## config.mk

```make
export PLATFORM = sky130hd
export DESIGN_NAME = ysyx_23060201_mem_arb
export DESIGN_NICKNAME = d
export VERILOG_FILES = /design/src/rtl/ysyx_23060201_mem_arb_pkg.sv /design/src/rtl/ysyx_23060201_mem_arb_rr_pick.sv /design/src/rtl/ysyx_23060201_mem_arb.sv
export SDC_FILE = /design/constraint.sdc
export NUM_CORES = 1
export LEC_CHECK = 0
export ABC_CLOCK_PERIOD_IN_PS = 4300
export CORE_AREA = 2 2 130 132
export DETAILED_ROUTE_END_ITERATION = 8
export DIE_AREA = 0 0 132 134
export PLACE_DENSITY = 0.82
export REMOVE_ABC_BUFFERS = 1
export SKIP_LAST_GASP = 1
export SLEW_MARGIN = 10
export SYNTH_ARGS = -nofsm -noshare
export SYNTH_HDL_FRONTEND = slang
export SYNTH_SLANG_ARGS = --single-unit
```

## constraint.sdc

```tcl
create_clock -name clk -period 4.3 [get_ports clk]
set_input_delay 0.86 -clock clk [delete_from_list [all_inputs] [get_ports clk]]
set_output_delay 0.86 -clock clk [all_outputs]
set_load 0.05 [all_outputs]
```

## src/rtl/ysyx_23060201_mem_arb_pkg.sv

```systemverilog
// Shared definitions for the two-master memory arbiter.
//   arb_state_e      : FSM state encoding (IDLE -> SREQ -> SRSP -> MRSP)
//   WMASK_W          : byte write-mask width
//   DEFAULT_TIMEOUT  : default slave-wait limit in cycles (0 disables)
//   cnt_width()      : width of the timeout counter for a given limit
package ysyx_23060201_mem_arb_pkg;

  typedef enum logic [1:0] {
    ST_IDLE = 2'd0,
    ST_SREQ = 2'd1,
    ST_SRSP = 2'd2,
    ST_MRSP = 2'd3
  } arb_state_e;

  localparam int WMASK_W         = 8;
  localparam int DEFAULT_TIMEOUT = 255;

  // Counter must be able to hold the value TIMEOUT itself.
  function automatic int cnt_width(input int limit);
    return (limit < 2) ? 1 : $clog2(limit + 1);
  endfunction

endpackage

```

## src/rtl/ysyx_23060201_mem_arb_rr_pick.sv

```systemverilog
// Two-way round-robin picker.
//   valid0, valid1 : request bits from master 0 / master 1
//   last_grant     : index of the master served most recently
//   any_valid      : at least one request present
//   pick           : index of the winning master
module ysyx_23060201_mem_arb_rr_pick (
  input  logic valid0,
  input  logic valid1,
  input  logic last_grant,
  output logic any_valid,
  output logic pick
);

  assign any_valid = valid0 | valid1;

  // On a tie the master not served last wins; otherwise the lone requester.
  always_comb begin
    pick = 1'b0;
    if (valid0 && valid1) begin
      pick = ~last_grant;
    end else begin
      pick = valid1;
    end
  end

endmodule

```

## src/rtl/ysyx_23060201_mem_arb.sv

```systemverilog
// Two-master (m0 = IFU fetch, m1 = LSU) arbiter in front of one shared memory.
// One transaction outstanding: IDLE -> SREQ -> SRSP -> MRSP -> IDLE.
//   clk, rst (async, active-low)
//   m{0,1}_req_*  : master request channel (valid/ready, addr, wen, wdata, wmask)
//   m{0,1}_rsp_*  : master response channel (valid/ready, rdata, rsp_err)
//   s_req_*, s_*  : slave request channel with latched fields
//   s_rsp_*       : slave response channel
//   grant         : master owning the current/last transaction
//   busy          : FSM not in IDLE
module ysyx_23060201_mem_arb
  import ysyx_23060201_mem_arb_pkg::*;
#(
  parameter int ADDR_W  = 32,
  parameter int DATA_W  = 32,
  parameter int TIMEOUT = DEFAULT_TIMEOUT
) (
  input  logic               clk,
  input  logic               rst,
  input  logic               m0_req_valid,
  output logic               m0_req_ready,
  input  logic [ADDR_W-1:0]  m0_addr,
  input  logic               m0_wen,
  input  logic [DATA_W-1:0]  m0_wdata,
  input  logic [WMASK_W-1:0] m0_wmask,
  output logic               m0_rsp_valid,
  input  logic               m0_rsp_ready,
  output logic [DATA_W-1:0]  m0_rdata,
  output logic               m0_rsp_err,
  input  logic               m1_req_valid,
  output logic               m1_req_ready,
  input  logic [ADDR_W-1:0]  m1_addr,
  input  logic               m1_wen,
  input  logic [DATA_W-1:0]  m1_wdata,
  input  logic [WMASK_W-1:0] m1_wmask,
  output logic               m1_rsp_valid,
  input  logic               m1_rsp_ready,
  output logic [DATA_W-1:0]  m1_rdata,
  output logic               m1_rsp_err,
  output logic               s_req_valid,
  input  logic               s_req_ready,
  output logic [ADDR_W-1:0]  s_addr,
  output logic               s_wen,
  output logic [DATA_W-1:0]  s_wdata,
  output logic [WMASK_W-1:0] s_wmask,
  input  logic               s_rsp_valid,
  output logic               s_rsp_ready,
  input  logic [DATA_W-1:0]  s_rdata,
  output logic               grant,
  output logic               busy
);

  localparam int CNT_W = cnt_width(TIMEOUT);

  arb_state_e         state_reg, state_next;
  logic               grant_reg, last_grant_reg;
  logic [ADDR_W-1:0]  addr_reg;
  logic               wen_reg;
  logic [DATA_W-1:0]  wdata_reg;
  logic [WMASK_W-1:0] wmask_reg;
  logic [DATA_W-1:0]  rdata_reg;
  logic               err_reg;
  logic [CNT_W-1:0]   tmo_cnt_reg;

  logic pick_valid, pick;
  logic accept, tmo_hit, m_rsp_fire;

  ysyx_23060201_mem_arb_rr_pick u_rr_pick (
    .valid0     (m0_req_valid),
    .valid1     (m1_req_valid),
    .last_grant (last_grant_reg),
    .any_valid  (pick_valid),
    .pick       (pick)
  );

  assign accept     = (state_reg == ST_IDLE) && pick_valid;
  // Fires in the cycle whose increment would make the count reach TIMEOUT.
  assign tmo_hit    = (TIMEOUT != 0) && (tmo_cnt_reg >= CNT_W'(TIMEOUT - 1));
  assign m_rsp_fire = (state_reg == ST_MRSP) && (grant_reg ? m1_rsp_ready : m0_rsp_ready);

  // State register
  always_ff @(posedge clk or negedge rst) begin
    if (!rst) state_reg <= ST_IDLE;
    else      state_reg <= state_next;
  end

  // Next-state logic; slave handshakes are tested before the timeout so they win a tie.
  always_comb begin
    state_next = state_reg;
    case (state_reg)
      ST_IDLE: if (pick_valid) state_next = ST_SREQ;
      ST_SREQ: begin
        if (s_req_ready)  state_next = ST_SRSP;
        else if (tmo_hit) state_next = ST_MRSP;
      end
      ST_SRSP: begin
        if (s_rsp_valid)  state_next = ST_MRSP;
        else if (tmo_hit) state_next = ST_MRSP;
      end
      ST_MRSP: if (m_rsp_fire) state_next = ST_IDLE;
      default: state_next = ST_IDLE;
    endcase
  end

  // Datapath registers. last_grant resets to 1 so that m0 wins the first tie.
  always_ff @(posedge clk or negedge rst) begin
    if (!rst) begin
      grant_reg      <= 1'b0;
      last_grant_reg <= 1'b1;
      addr_reg       <= '0;
      wen_reg        <= 1'b0;
      wdata_reg      <= '0;
      wmask_reg      <= '0;
      rdata_reg      <= '0;
      err_reg        <= 1'b0;
      tmo_cnt_reg    <= '0;
    end else begin
      if (accept) begin
        grant_reg   <= pick;
        addr_reg    <= pick ? m1_addr  : m0_addr;
        wen_reg     <= pick ? m1_wen   : m0_wen;
        wdata_reg   <= pick ? m1_wdata : m0_wdata;
        wmask_reg   <= pick ? m1_wmask : m0_wmask;
        rdata_reg   <= '0;
        err_reg     <= 1'b0;
        tmo_cnt_reg <= '0;
      end
      if ((state_reg == ST_SREQ || state_reg == ST_SRSP) && TIMEOUT != 0) begin
        tmo_cnt_reg <= tmo_cnt_reg + 1'b1;
      end
      if (state_reg == ST_SREQ && !s_req_ready && tmo_hit) begin
        rdata_reg <= '0;
        err_reg   <= 1'b1;
      end
      if (state_reg == ST_SRSP) begin
        if (s_rsp_valid) begin
          rdata_reg <= s_rdata;
          err_reg   <= 1'b0;
        end else if (tmo_hit) begin
          rdata_reg <= '0;
          err_reg   <= 1'b1;
        end
      end
      if (m_rsp_fire) last_grant_reg <= grant_reg;
    end
  end

  // Outputs
  always_comb begin
    m0_req_ready = accept && !pick;
    m1_req_ready = accept && pick;
    s_req_valid  = (state_reg == ST_SREQ);
    s_rsp_ready  = (state_reg == ST_SRSP);
    m0_rsp_valid = (state_reg == ST_MRSP) && !grant_reg;
    m1_rsp_valid = (state_reg == ST_MRSP) && grant_reg;
    m0_rdata     = m0_rsp_valid ? rdata_reg : '0;
    m1_rdata     = m1_rsp_valid ? rdata_reg : '0;
    m0_rsp_err   = m0_rsp_valid && err_reg;
    m1_rsp_err   = m1_rsp_valid && err_reg;
    busy         = (state_reg != ST_IDLE);
  end

  assign grant   = grant_reg;
  assign s_addr  = addr_reg;
  assign s_wen   = wen_reg;
  assign s_wdata = wdata_reg;
  assign s_wmask = wmask_reg;

endmodule

```

After elaboration in Yosys (flattened, before gate mapping). Index checks and enable logic that the tools add are counted.

Input bits: 186. Output and inout port bits: 147. Word-level logic and storage cells: 64. Register bits after elaboration: 118.

Bitwise logic cells: 2. Reductions and logical operators: 19. Magnitude comparators: 1. $add $sub $neg: 1. Equal/unequal tests: 5. Mux-type cells: 26.

Operators with widths (count): $mux 32 (9); $mux 8 (3); $logic_and 1x1->1 (11); $mux 2 (5); $add 8x1->8 const B (1); $ge 8x8->1 const B (1); $mux 1 (8); $pmux 2 s4 (1); $eq 2x2->1 const B (2); $ne 2x2->1 const B (2); $reduce_bool 2->1 (2); $logic_not 1->1 (3); $eq 2x1->1 const B (1); $logic_not 2->1 (1); $reduce_and 2->1 (1); $logic_or 1x1->1 (1); $not 1->1 (1); $or 1x1->1 (1).

Depth between registers and ports, before layout. Gate-level depths: netlist of the first run.

Word-level depth: 7. Mapped depth: 9. Gate-level depth less buffers: 6.

Cells and area by module. Synthesis of the first run repeated with hierarchy kept, for this count alone.

Cells, all modules: 592. Area, all modules: 6122.1 µm².

Modules (own cells, without submodules): ysyx_23060201_mem_arb (area an instance 6108.4 µm², cells an instance 590, sequential area each 2954.1 µm², times used 1); ysyx_23060201_mem_arb_rr_pick (area an instance 13.8 µm², cells an instance 2, sequential area each 0.0 µm², times used 1).

Worst setup path before layout of the first run. Ideal clock, no wire load.

Path kind: flip-flop to output port. Start: reg grant_reg (netlist: grant). End: out m0_rdata[22]. Setup slack: 1.448 ns. Data arrival time: 1.992 ns. Buffers on the path: 1. Required time: 3.440 ns. Cell stages (with the launch flop): 4. Cells stage by stage: dfrtp_1 -> nor2b_1 -> clkbuf_1 -> and2_1.

Word-level cells in the longest chain between the ends: 3.

Ends and longest elaborated chain: start, declared (RTL line ysyx_23060201_mem_arb.sv:55) `logic grant_reg, last_grant_reg;`; start signal, assigned (RTL line ysyx_23060201_mem_arb.sv:118) `grant_reg <= pick;`; $logic_not 1->1 (RTL line ysyx_23060201_mem_arb.sv:153) `m0_rsp_valid = (state_reg == ST_MRSP) && !grant_reg;`; $logic_and 1x1->1 (RTL line ysyx_23060201_mem_arb.sv:153); named net m0_rsp_valid (RTL line ysyx_23060201_mem_arb.sv:25) `output logic m0_rsp_valid,`; $mux 32 (RTL line ysyx_23060201_mem_arb.sv:155) `m0_rdata = m0_rsp_valid ? rdata_reg : '0;`; end, declared (RTL line ysyx_23060201_mem_arb.sv:27) `output logic [DATA_W-1:0] m0_rdata,`.

The timed path passes the listed nets, and every way through them passes these cells.

Worst setup path after layout of the first run.
Start: reg state_reg[0]. End: out m0_rdata[30].

Word-level cells in the longest chain between the ends: 3.

Ends and longest elaborated chain: start, declared (RTL line ysyx_23060201_mem_arb.sv:54) `arb_state_e state_reg, state_next;`; start signal, assigned (RTL line ysyx_23060201_mem_arb.sv:83) `else state_reg <= state_next;`; $eq 2x2->1 (RTL line ysyx_23060201_mem_arb.sv:153); $logic_and 1x1->1 (RTL line ysyx_23060201_mem_arb.sv:153); $mux 32 (RTL line ysyx_23060201_mem_arb.sv:155).

No other way between the ends.

==> results of run 1 <==
-- kinds of logic after synthesis --
family | Yosys count | share of synthesized area, %
adders and majority gates | 6 | 1.36
and+or+nand+nor | 134 | 13.1
xor gates and xnor gates | 6 | 0.954
DFF | 118 | 53.6
buffers and inverters | 129 | 9.74
AOI/OAI and AO/OA | 128 | 21.1
muxes | 1 | 0.182
-- synth_stat cells, types with 5 or more instances --
cell,number
sky130_fd_sc_hd__dfrtp_1,117
sky130_fd_sc_hd__inv_1,78
sky130_fd_sc_hd__a222oi_1,73
sky130_fd_sc_hd__and2_1,35
sky130_fd_sc_hd__and3_1,34
sky130_fd_sc_hd__nor2_1,34
sky130_fd_sc_hd__a32oi_1,32
sky130_fd_sc_hd__clkbuf_1,25
sky130_fd_sc_hd__buf_2,21
sky130_fd_sc_hd__nand2_1,17
sky130_fd_sc_hd__ha_1,6
sky130_fd_sc_hd__a21oi_1,5
sky130_fd_sc_hd__o21ai_0,5
sky130_fd_sc_hd__o22ai_1,5
-- layout make-up --
class	instances	area (µm²)	area share, %
Timing Repair Buffer	341	3400	35.2
Tap cell	220	275	2.86
Clock buffer	22	494	5.13
Clock inverter	9	170	1.77
Sequential cell	118	2950	30.6
Inverter	79	297	3.08
Multi-Input combinational cell	275	2050	21.3
-- worst reg2reg max path, delay by kind of cell, from the launching register on --
family                     cells  cell delay (ns)
buffers and inverters          3             0.86
and+or+nand+nor                1             0.15
DFF                            1             0.41
adders and majority gates      1             0.34
AOI/OAI and AO/OA              2             0.47
-- layout by cell type (no fill, tap or decap), types with 15 or more instances in the layout --
master                            netlist  layout
sky130_fd_sc_hd__buf_4                  1      15
sky130_fd_sc_hd__clkdlybuf4s50_1        0     324
sky130_fd_sc_hd__and2_1                35      35
sky130_fd_sc_hd__a32oi_1               32      32
sky130_fd_sc_hd__nor2_1                34      34
sky130_fd_sc_hd__a222oi_1              73      73
sky130_fd_sc_hd__inv_1                 78      78
sky130_fd_sc_hd__dfrtp_1              117     117
sky130_fd_sc_hd__and3_1                34      34
sky130_fd_sc_hd__nand2_1               17      17
sky130_fd_sc_hd__clkbuf_16              0      17
-- layer usage --
layer / part of all wire, % / vias up / global-route usage [%]
li1: - / 2560 / -
met1: 39 / 2716 / 26.0
met2: 48 / 320 / 35.9
met3: 9.8 / 29 / 7.60
met4: 3.2 / 0 / 9.06
met5: 0 / - / 0
-- through the flow --
step	TNS (ns)	area (µm²)	hold WS [ns]	instances	util (%)
after floorplan	-29.88	5270	0.502	472	-
final	0	9640	0.510	1064	59.2
after global routing	0	9640	0.529	1064	59.2
after CTS	0	9640	0.510	1064	59.2
after detailed placement	0	8970	0.496	1033	55.1
after global placement	0	8970	0.489	1033	55.1
-- worst min path at each step --
stage	to	slack (ns)
final	s_wdata[1]	0.51
after detailed placement	s_addr[25]	0.50
after global routing	s_addr[15]	0.53
after CTS	s_addr[25]	0.51
after global placement	s_addr[29]	0.49
after floorplan	err_reg	0.50
-- where the power goes --
part | total [mW] | switching (mW) | internal, mW
Combinational | 3.57 | 2.31 | 1.26
Clock | 1.59 | 0.493 | 1.10
Sequential | 1.89 | 0.328 | 1.56
Total | 7.06 | 3.13 | 3.92
==> impl.org, run 1 <==
** Outcome
- The flow ran to the end, but the final reports show violations.
- The final reports fail on design-rule violations.

** STA
- Final setup violating endpoints :: 0
- Slew at the pin closest to its max-slew limit :: a little over 0.9 ns
- Post-route fraction of the period consumed by the critical path :: between 80% and 90%
- F_max :: 0.280 GHz
- Shortest period the worst path allows :: between 3 and 4 ns
- RSZ-0062 raised after global routing :: false
- The count of pins over their slew limit was 0.
- Between clock sinks in the finished design, the worst skew comes to a little over 0.008 ns.
- Max-Slew Margin vs Limit :: ~40%
- Once routing completed, OpenROAD measured the worst setup slack at 0.730 ns.
- Count of final hold-check violations :: 0

** Routing
- Once detail routing completed, the nets flagged for antenna violations numbered 0.
- For this block, the initial DRC count from the detailed router was 515.
- TritonRoute pass-1 iters :: 9
- The final route contains 5625 vias.
- Via-per-instance ratio :: 5.29
- Final Routed Wirelength :: around 20000 µm
- Dividing the detail-routed wire length by the instance count gives between 15 and 20 µm.
- After detailed routing, the number of remaining DRC violations is 4.

** Power
- Power spread over the standard cell area amounts to 732 mW/mm².
- Overall power consumption after layout is estimated at 7.06 mW.
- Static leakage :: approximately 4.5 nW
- Across the VDD grid, the largest voltage drop is 338 µV.

** Cells and area
- Fraction of final layout cells with drive strength greater than 1 :: around 7.0%
- 0 antenna diodes ended up in the layout.
- The layout has 1350 filler cells.
- Layout-stage area growth over the synthesis result :: 74.9%
- Layout net count :: 1024

** Flow run
- Max-cap violations in this run came to 0.

** Clock network
- Post-CTS setup-driven buffer insertion count :: 0
- Clock Pin Slew Worst Setup and Hold Paths :: 0.05 ns
- Max Buffers Root-to-Sink :: 2
- Buffers inserted to repair hold after CTS numbered 0.
- Total number of H-tree levels :: 4
- Clock sink count :: 118
- The cell sitting at the root of the clock tree is a sky130_fd_sc_hd__clkbuf_16.
- Once the clock tree was built, the resizer swapped 0 gates to a different size.
- TritonCTS clock tree :: yes
- Total CTS buffers :: 17
- The clock reaches the later pin of the worst-skew pair after between 0.4 and 0.5 ns.

** Synthesis
- By area the synthesized netlist is led by sky130_fd_sc_hd__dfrtp_1 (53%), sky130_fd_sc_hd__a222oi_1 (13%), sky130_fd_sc_hd__inv_1 (5.3%).
- Number of warnings issued by yosys :: 0
- For this run, the leading register cell type out of synthesis is sky130_fd_sc_hd__dfrtp_1.
- After synthesis, the netlist uses 38 different library cells.
- Of all flip-flops after synthesis, the portion carrying an async set or reset was 100%.
- Synthesis produced a netlist whose cell count is 522.
- Number of flip-flops and latches in the synthesized netlist :: about 120
- The synthesized netlist occupies a cell area of 0.00551 mm².
- Yosys top cell area share :: 53.1%
- In this run, synthesis inferred 0 flip-flops with an integrated enable.
- Share of synthesized area occupied by flip-flops and latches :: 53.6%
- Largest area contributor in the netlist :: sky130_fd_sc_hd__dfrtp_1
- Averaged over all synthesized cells, the footprint is 10.6 µm².

** Die
- Die Footprint :: roughly 0.018 mm²
- Number of ports placed on the die boundary :: 333
- The die is 132 µm wide.
- Core area :: between 0.015 and 0.02 mm²
- The die is approximately 130 µm tall.
- In this run the core area contains 47 standard-cell rows.
- Effective utilization at floorplan :: between 30% and 40%

** Setup path
- Critical Path End Type :: output port
- Capturing element of the worst setup path :: m0_rdata[30]
- For the worst setup path, the data required time is 3.44 ns.
- At the worst endpoint, the arrival time is 2.71 ns.
- Launch point of the worst reg-to-reg path :: state_reg[0]
- Crit path launch :: state_reg[0]
- Largest fanout on the critical path :: 38
- Classification of the worst setup path :: register to output port
- The most numerous cell type found on the critical path is sky130_fd_sc_hd__buf_4.
- Critical Path Start Type :: register
- Slowest cell delay on critical path :: ~0.80 ns
- Critical path depth in cells :: 6
- Among all stages on the critical path, the largest delay is contributed by sky130_fd_sc_hd__clkdlybuf4s50_1.
- Traced cell by cell, the critical path runs through ha_1 > buf_4 > nor2b_2 > buf_4 > and2_1 > clkdlybuf4s50_1.
- Family with the most delay on the worst path :: buffers and inverters
- Worst reg2reg path depth :: 7
- Worst Path Buf+Inv :: 3
- Reg-to-reg setup timing slack :: roughly 2.0 ns
- Critical R2R Capture :: s_addr[8]

** Global route
- The first global-routing pass estimated around 30000 µm of wire.
- GRT Residual Overflow :: 0
- Number of antenna violations at the first check in global routing :: 0
- Entering global routing, the biggest net connects 80 pins.
- Number of global-route vias before repair :: 5490
- Global routing used a little over a fifth of the available tracks.

** Min path
- In this run the most critical hold path is launched from s_wdata[1].
- Hold/Removal Path Class :: register to register
- The worst hold path was traced through 2 stages.

** Placed design
- Routability-driven placement finished with a final weighted congestion of 0.804.
- At the placement stage, the worst setup path has a slack of 1.16 ns.
- Detailed-placement wirelength estimate :: 14200 µm
- Buffers added on ports :: 332
Note: power is estimated with default switching activity, not from simulation.
==> run 2: changes to the inputs <==
--- a/config.mk
+++ b/config.mk
@@ -5,11 +5,10 @@
 export SDC_FILE = /design/constraint.sdc
 export NUM_CORES = 1
 export LEC_CHECK = 0
-export ABC_CLOCK_PERIOD_IN_PS = 4300
-export CORE_AREA = 2 2 130 132
+export ABC_CLOCK_PERIOD_IN_PS = 2940
+export CORE_UTILIZATION = 34
 export DETAILED_ROUTE_END_ITERATION = 8
-export DIE_AREA = 0 0 132 134
-export PLACE_DENSITY = 0.82
+export PLACE_DENSITY = 0.85
 export REMOVE_ABC_BUFFERS = 1
 export SKIP_LAST_GASP = 1
 export SLEW_MARGIN = 10
==> constraint.sdc (replaced) <==
create_clock -name clk -period 2.94 [get_ports clk]
set_input_delay 0.588 -clock clk [delete_from_list [all_inputs] [get_ports clk]]
set_output_delay 0.588 -clock clk [all_outputs]
set_load 0.05 [all_outputs]
==> run 2 against run 1 <==
Against the previous run:
- the flow still finishes with violations (design-rule violations)
- worst hold slack worse by 0.40 ns
- final cell count up 0.19%
- critical path depth down 2
- combinational power up 50%
- sequential power up 44%
- largest cell class unchanged
- clock skew up 0.0034 ns
- register-to-register slack worse by 1.1 ns
- flip-flop and latch count unchanged
- power up 45%
- die area down 5.5%
==> impl.org, run 2 (synthesis gave the netlist of run 1 again) <==
** Placed design
- Buffers added on ports :: 332
- GP Congestion :: between 0.8 and 0.9
- Worst setup timing slack at the placement stage :: roughly 0.22 ns
- Number of placed instances, taps included :: approximately 1000
- Detailed-placement wirelength estimate :: 14600 µm

** Die
- The die covers 0.0167 mm².
- Once the floorplan was initialized, standard cells occupied 34.8% of the core.
- Die span in y :: 129 µm
- The floorplan has 46 rows.
- The floorplan step set the die width to 129 µm.
- Core area :: 0.0158 mm²
- Number of ports placed on the die boundary :: 333

** Clock network
- The H-tree was split into 4 levels.
- Skew-Pair Late Insertion Delay :: 0.41 ns
- TritonCTS built the clock tree.
- Clock tree synthesis found a total of 118 sinks.
- Total CTS buffers :: 17
- In this run, post-CTS repair resized a total of 0 instances.
- Clock Pin Slew Worst Setup and Hold Paths :: 0.05 ns
- For this design, the CTS-stage hold fixing added 0 buffers.
- The tree is rooted in a sky130_fd_sc_hd__clkbuf_16.
- Post-CTS setup-driven buffer insertion count :: 0
- Max Buffers Root-to-Sink :: 2

** Global route
- Global routing used between 20% and 30% of the available tracks.
- The global routing stage identified its most utilized layer as met2.
- Number of global-route vias before repair :: 5379
- GRT Residual Overflow :: 0
- Entering global routing, the biggest net connects 74 pins.
- The first global-routing pass estimated 29400 µm of wire.
- Global routing used 28.3% of the available met1 tracks.
- Number of antenna violations at the first check in global routing :: 0
- Global routing consumed, on the met2 layer, 39.3% of the routing resources.
- Global routing consumed, on the met3 layer, 6.32% of the routing resources.

** Power
- Power density cells :: 1030 mW/mm²
- Static leakage :: between 4 and 5 nW
- Combinational power share :: 52.5%
- Internal power comes to roughly 5.6 mW.
- The share of total power dissipated in sequential elements is between 20% and 30%.
- Switching component of the power :: 4.63 mW
- The clock network is responsible for 20.7% of the overall power.
- Peak supply drop :: 614 µV
- Net switching is 45.3% of the power.

** Routing
- Via-per-instance ratio :: 5.35
- The routed layout has 5707 vias.
- For this block, the routed nets add up to 19700 µm of wire.
- In this run the remaining antenna-violating nets after routing total 0.
- The detailed router finished its first iteration with 476 violations.
- In the routed design, unresolved DRC markers number 5.
- After detailed routing, the average wire length per cell comes to around 19 µm.
- The first detailed-routing pass took 9 iterations.

** STA
- Once routing completed, OpenROAD measured the worst setup slack at 0.197 ns.
- Across all hold checks on the routed design, the worst slack comes to 0.114 ns.
- Aggregate negative setup slack :: 0 ns
- Slew at the pin closest to its max-slew limit :: around 0.74 ns
- The count of pins over their slew limit was 0.
- Final setup violating endpoints :: 0
- Clock skew :: between 0.01 and 0.015 ns
- Dividing the final minimum period by the clock period gives a little over 90%.
- Count of final hold-check violations :: 0
- F_max :: between 0.3 and 0.4 GHz
- RSZ-0062 raised after global routing :: false
- The worst path needs between 2 and 3 ns of the cycle, external delays included.
- Headroom to the max-slew limit came out at 50.5%.

** Setup path
- Worst reg2reg path depth :: 6
- The critical path crosses 4 cells after its start point.
- On the worst path, the slowest cell contributes a delay of ~0.82 ns.
- Critical Path Start Type :: register
- STA puts the critical path data required time at 2.35 ns.
- Data on the critical path arrives at its endpoint at 2.16 ns.
- By startpoint and endpoint, the worst setup path is classified as register to output port.
- Slowest stage cell on the critical path :: sky130_fd_sc_hd__clkdlybuf4s50_1
- Cell Chain, Critical Path :: inv_1 > ha_1 > inv_1 > clkdlybuf4s50_1
- Following the worst setup path forward leads to its endpoint at busy.
- Setup slack on the worst reg-to-reg path comes out at 0.94 ns.
- In this run the worst setup path begins at state_reg[0].
- In this design, the largest share of critical-path delay is due to buffers and inverters.
- Largest fanout on the critical path :: 7
- In this run the critical register-to-register path is captured at rdata_reg[3].
- Critical Path End Type :: output port
- Launch point of the worst reg-to-reg path :: state_reg[0]
- Critical path's most frequent cell :: sky130_fd_sc_hd__inv_1
- The number of buffers and inverters on the critical path is 3.

** Cells and area
- Fraction of final layout cells with drive strength greater than 1 :: 14.7%
- Post-layout util :: 62.9%
- Layout-stage area growth over the synthesis result :: 80.6%
- Layout net count :: 1030
- Commonest cells after routing, fill and taps aside :: sky130_fd_sc_hd__clkdlybuf4s50_1 (261), sky130_fd_sc_hd__dfrtp_1 (117), sky130_fd_sc_hd__inv_1 (78)
- The finished layout holds 1066 standard cells, fillers aside.
- Leaving out fill and tap cells, the most frequent cell in the layout is sky130_fd_sc_hd__clkdlybuf4s50_1.
- Number of antenna repair diodes :: 0

** Min path
- Hold/Removal Path Class :: input port to asynchronous set/reset pin

** Outcome
- Outcome :: finished, violations left
- Violations in the final reports :: design-rule violations

** Flow run
- Across the run, the number of max-cap violations was 0.
[run 2: cell types whose count changed in the layout (fill, tap and decap cells not counted), sizes merged]
cell and delta:
buf +69, clkinvlp +2, clkdlybuf4s50 -63, bufinv -2
[run 2: layout make-up]
cell class / instances / area, µm²
inverters: 79 / 297
multi-input cells: 275 / 2060
flip-flops and latches: 118 / 2950
clock buffers: 22 / 474
fillers: 1213 / 5870
repair buffers: 347 / 3770
well taps: 216 / 270
clock inverters: 9 / 125
[run 2: metrics by stage]
stage	power, mW	instance area [µm²]
4_1_cts	10.2	9940
6_report	10.2	9950
5_1_grt	10.7	9950
3_5_place_dp	8.09	9340
3_3_place_gp	7.96	9340
2_1_floorplan	5.97	5270
[run 2: worst min-delay path by stage]
stage	endpoint	from	slack, ns
6_report	rdata_reg[17]	rst	0.11
5_1_grt	rdata_reg[19]	rst	0.12
4_1_cts	rdata_reg[17]	rst	0.10
3_5_place_dp	s_wen	s_wen	0.50
3_3_place_gp	s_addr[23]	s_addr[23]	0.49
2_1_floorplan	err_reg	rst	0.29
[run 2: power groups by stage]
stage	Combinational (mW)	Sequential, mW	Clock, mW
global placement	5.25	2.71	0
detailed placement	5.34	2.75	0
global route	5.63	2.80	2.23
finish	5.36	2.73	2.12
floorplan	1.60	4.38	0
CTS	5.36	2.72	2.15
[run 2: routing by layer]
layer / part of all wire [%] / wire, µm / vias up
li1: - / - / 2574
met5: 0 / 0 / -
met3: 9.7 / 1920 / 27
met2: 50 / 9860 / 329
met4: 2.1 / 414 / 0
met1: 38 / 7550 / 2777
==> run 3: changes to the inputs <==
--- a/config.mk
+++ b/config.mk
@@ -7,6 +7,7 @@
 export LEC_CHECK = 0
 export ABC_CLOCK_PERIOD_IN_PS = 2940
 export CORE_UTILIZATION = 34
+export CTS_BUF_LIST = sky130_fd_sc_hd__clkbuf_4 sky130_fd_sc_hd__clkbuf_8 sky130_fd_sc_hd__clkbuf_16
 export DETAILED_ROUTE_END_ITERATION = 8
 export PLACE_DENSITY = 0.85
 export REMOVE_ABC_BUFFERS = 1
==> run 3 against run 2 <==
Against the previous run:
- the run still ends with design-rule violations left
- final area about the same
- final cell count unchanged
- combinational power about the same
- global-route usage stayed put
- critical path type unchanged
- clock-buffer cell count is the same
- clock power about the same
- largest cell class unchanged
- via count decreased by 0.19%
- fmax shrank 0.16%
==> impl.org, run 3 (synthesis gave the netlist of run 1 again) <==
** Routing
- The count of nets left with antenna violations once routing finished came out at 0.
- After detailed routing, the average wire length per cell comes to 18.4 µm.
- Via-per-instance ratio :: 5.34
- TritonRoute pass-1 iters :: 9
- Number of vias after detailed routing :: 5696
- Violation count after the first detailed-routing iteration :: 453
- Wires add up to 19700 µm.
- After detailed routing, the number of remaining DRC violations is 9.

** STA
- In this run the tightest slew margin relative to its limit is 49.2%.
- F_max :: 0.364 GHz
- RSZ-0062 raised after global routing :: false
- Slew at the pin closest to its max-slew limit :: 0.761 ns
- The final critical path takes up 93.5% of the cycle.
- Final worst setup slack :: 0.192 ns
- Clock skew on the completed layout was measured at 0.0125 ns.
- Count of final hold-check violations :: 0
- Setup violations remaining at the end of the flow were counted as 0.
- Subtracting the final worst setup slack from the clock period gives 2.75 ns.
- Max-slew violation count :: 0

** Cells and area
- The library cell used most frequently in the layout, excluding fill and tap cells, is sky130_fd_sc_hd__clkdlybuf4s50_1.
- Fraction of final layout cells with drive strength greater than 1 :: 14.9%
- Commonest cells after routing, fill and taps aside :: sky130_fd_sc_hd__clkdlybuf4s50_1 (261), sky130_fd_sc_hd__dfrtp_1 (117), sky130_fd_sc_hd__inv_1 (78)
- The area growth from synthesis to layout is 80.8%.
- Number of antenna repair diodes :: 0
- The net count of the finished layout is 1030.
- The finished cells cover around 0.01 mm².

** Setup path
- In this run the worst path has a maximum fanout of 7.
- Critical Path End Type :: output port
- The critical path is of the register to output port type.
- Critical Path Start Type :: register
- STA puts the critical path data required time at 2.35 ns.
- Data arrival time of the worst path :: 2.16 ns

** Power
- Static leakage :: around 4.7 nW
- Power density cells :: 1030 mW/mm²
- VDD sags by at most 613 µV.

** Placed design
- In this run the cell area measured after placement is 0.00934 mm².
- Worst setup timing slack at the placement stage :: 0.220 ns
- Routability-driven placement finished with a final weighted congestion of 0.811.
- Summed over all nets, the half-perimeter wirelength after detailed placement is around 15000 µm.
- The count of buffers added on input and output ports is 332.

** Die
- In this run the count of I/O pins placed on the die edge is 333.
- The die covers 0.0167 mm².
- Die span in y :: 129 µm
- Site Rows :: 46
- Chip width :: 129 µm
- The core region is 0.0158 mm².
- Effective utilization at floorplan :: 34.8%

** Clock network
- Clock tree synthesis inserted a total of 17 buffers.
- The later pin in the worst-skew pair is clocked with a latency of 0.41 ns.
- Clock tree root buffer cell :: sky130_fd_sc_hd__clkbuf_16
- The longest clock path from root to sink contains 2 buffers.
- After clock tree synthesis, the repair step resized 0 gates.
- Clock sink count :: around 120
- TritonCTS clock tree :: yes
- Post-CTS setup-driven buffer insertion count :: 0
- Hold buffer count at cts :: 0
- Total number of H-tree levels :: 4
- Clock-pin slew was measured on the worst setup and hold paths at 0.05 ns.

** Global route
- The via count of the first global-routing pass came to 5382.
- GRT Residual Overflow :: 0
- Across every metal layer, demand over resource in global routing totals 23.2%.
- Entering global routing, the biggest net connects 74 pins.
- First-pass GRT wire length :: 29400 µm
- Number of antenna violations at the first check in global routing :: 0

** Min path
- Hold/Removal Path Class :: input port to asynchronous set/reset pin

** Flow run
- Maxcap violations :: 0

** Outcome
- The run finished, with violations left.
- Violations in the final reports :: design-rule violations
## run 3: cell counts in the layout (fill, tap and decap cells not counted)
Identical to the previous run, type by type.
## run 3: worst paths after layout
check                             startpoint             to  slack (ns)  depth (start not counted)
worst max-delay path            state_reg[0]           busy        0.19                          4
worst min-delay path                     rst  rdata_reg[17]        0.11                          1
worst max register to register  state_reg[0]   rdata_reg[3]        0.92                          6
worst min register to register    s_addr[21]     s_addr[21]        0.51                          2
max in group asynchronous                rst    s_wdata[15]        2.02                          2
min in group clk                  s_addr[21]     s_addr[21]        0.51                          2
## run 3: layout make-up
class,count,area (µm²)
fillers,1212,5870
repair buffers,347,3770
flip-flops and latches,118,2950
multi-input cells,275,2060
clock buffers,22,482
inverters,79,297
well taps,216,270
clock inverters,9,125
## run 3: metal layers
layer | track usage, % | wire, µm
met5 | 0 | 0
met4 | 8.58 | 456
met3 | 6.32 | 1910
met2 | 39.3 | 9760
met1 | 28.3 | 7540
## run 3: through the flow
stage	utilization [%]	hold WS (ns)	TNS [ns]	cells	total power [mW]
after floorplan	-	0.292	-144.32	472	5.97
after global placement	59.0	0.489	0	1035	7.96
after CTS	62.9	0.103	0	1066	10.2
after global routing	62.9	0.121	0	1066	10.7
after detailed placement	59.0	0.499	0	1035	8.09
final	62.9	0.115	0	1066	10.2
## run 3: worst max-delay path, stage by stage (launching register included)
cell and delay [ns]:
sky130_fd_sc_hd__dfrtp_1 0.39, sky130_fd_sc_hd__inv_1 0.08, sky130_fd_sc_hd__ha_1 0.32, sky130_fd_sc_hd__inv_1 0.15
sky130_fd_sc_hd__clkdlybuf4s50_1 0.82
## run 3: power breakdown
| part | total, mW | internal, mW | switching, mW |
|---|---|---|---|
| Clock | 2.14 | 1.41 | 0.728 |
| Combinational | 5.36 | 1.91 | 3.45 |
| Sequential | 2.73 | 2.29 | 0.445 |
| Total | 10.2 | 5.61 | 4.62 |
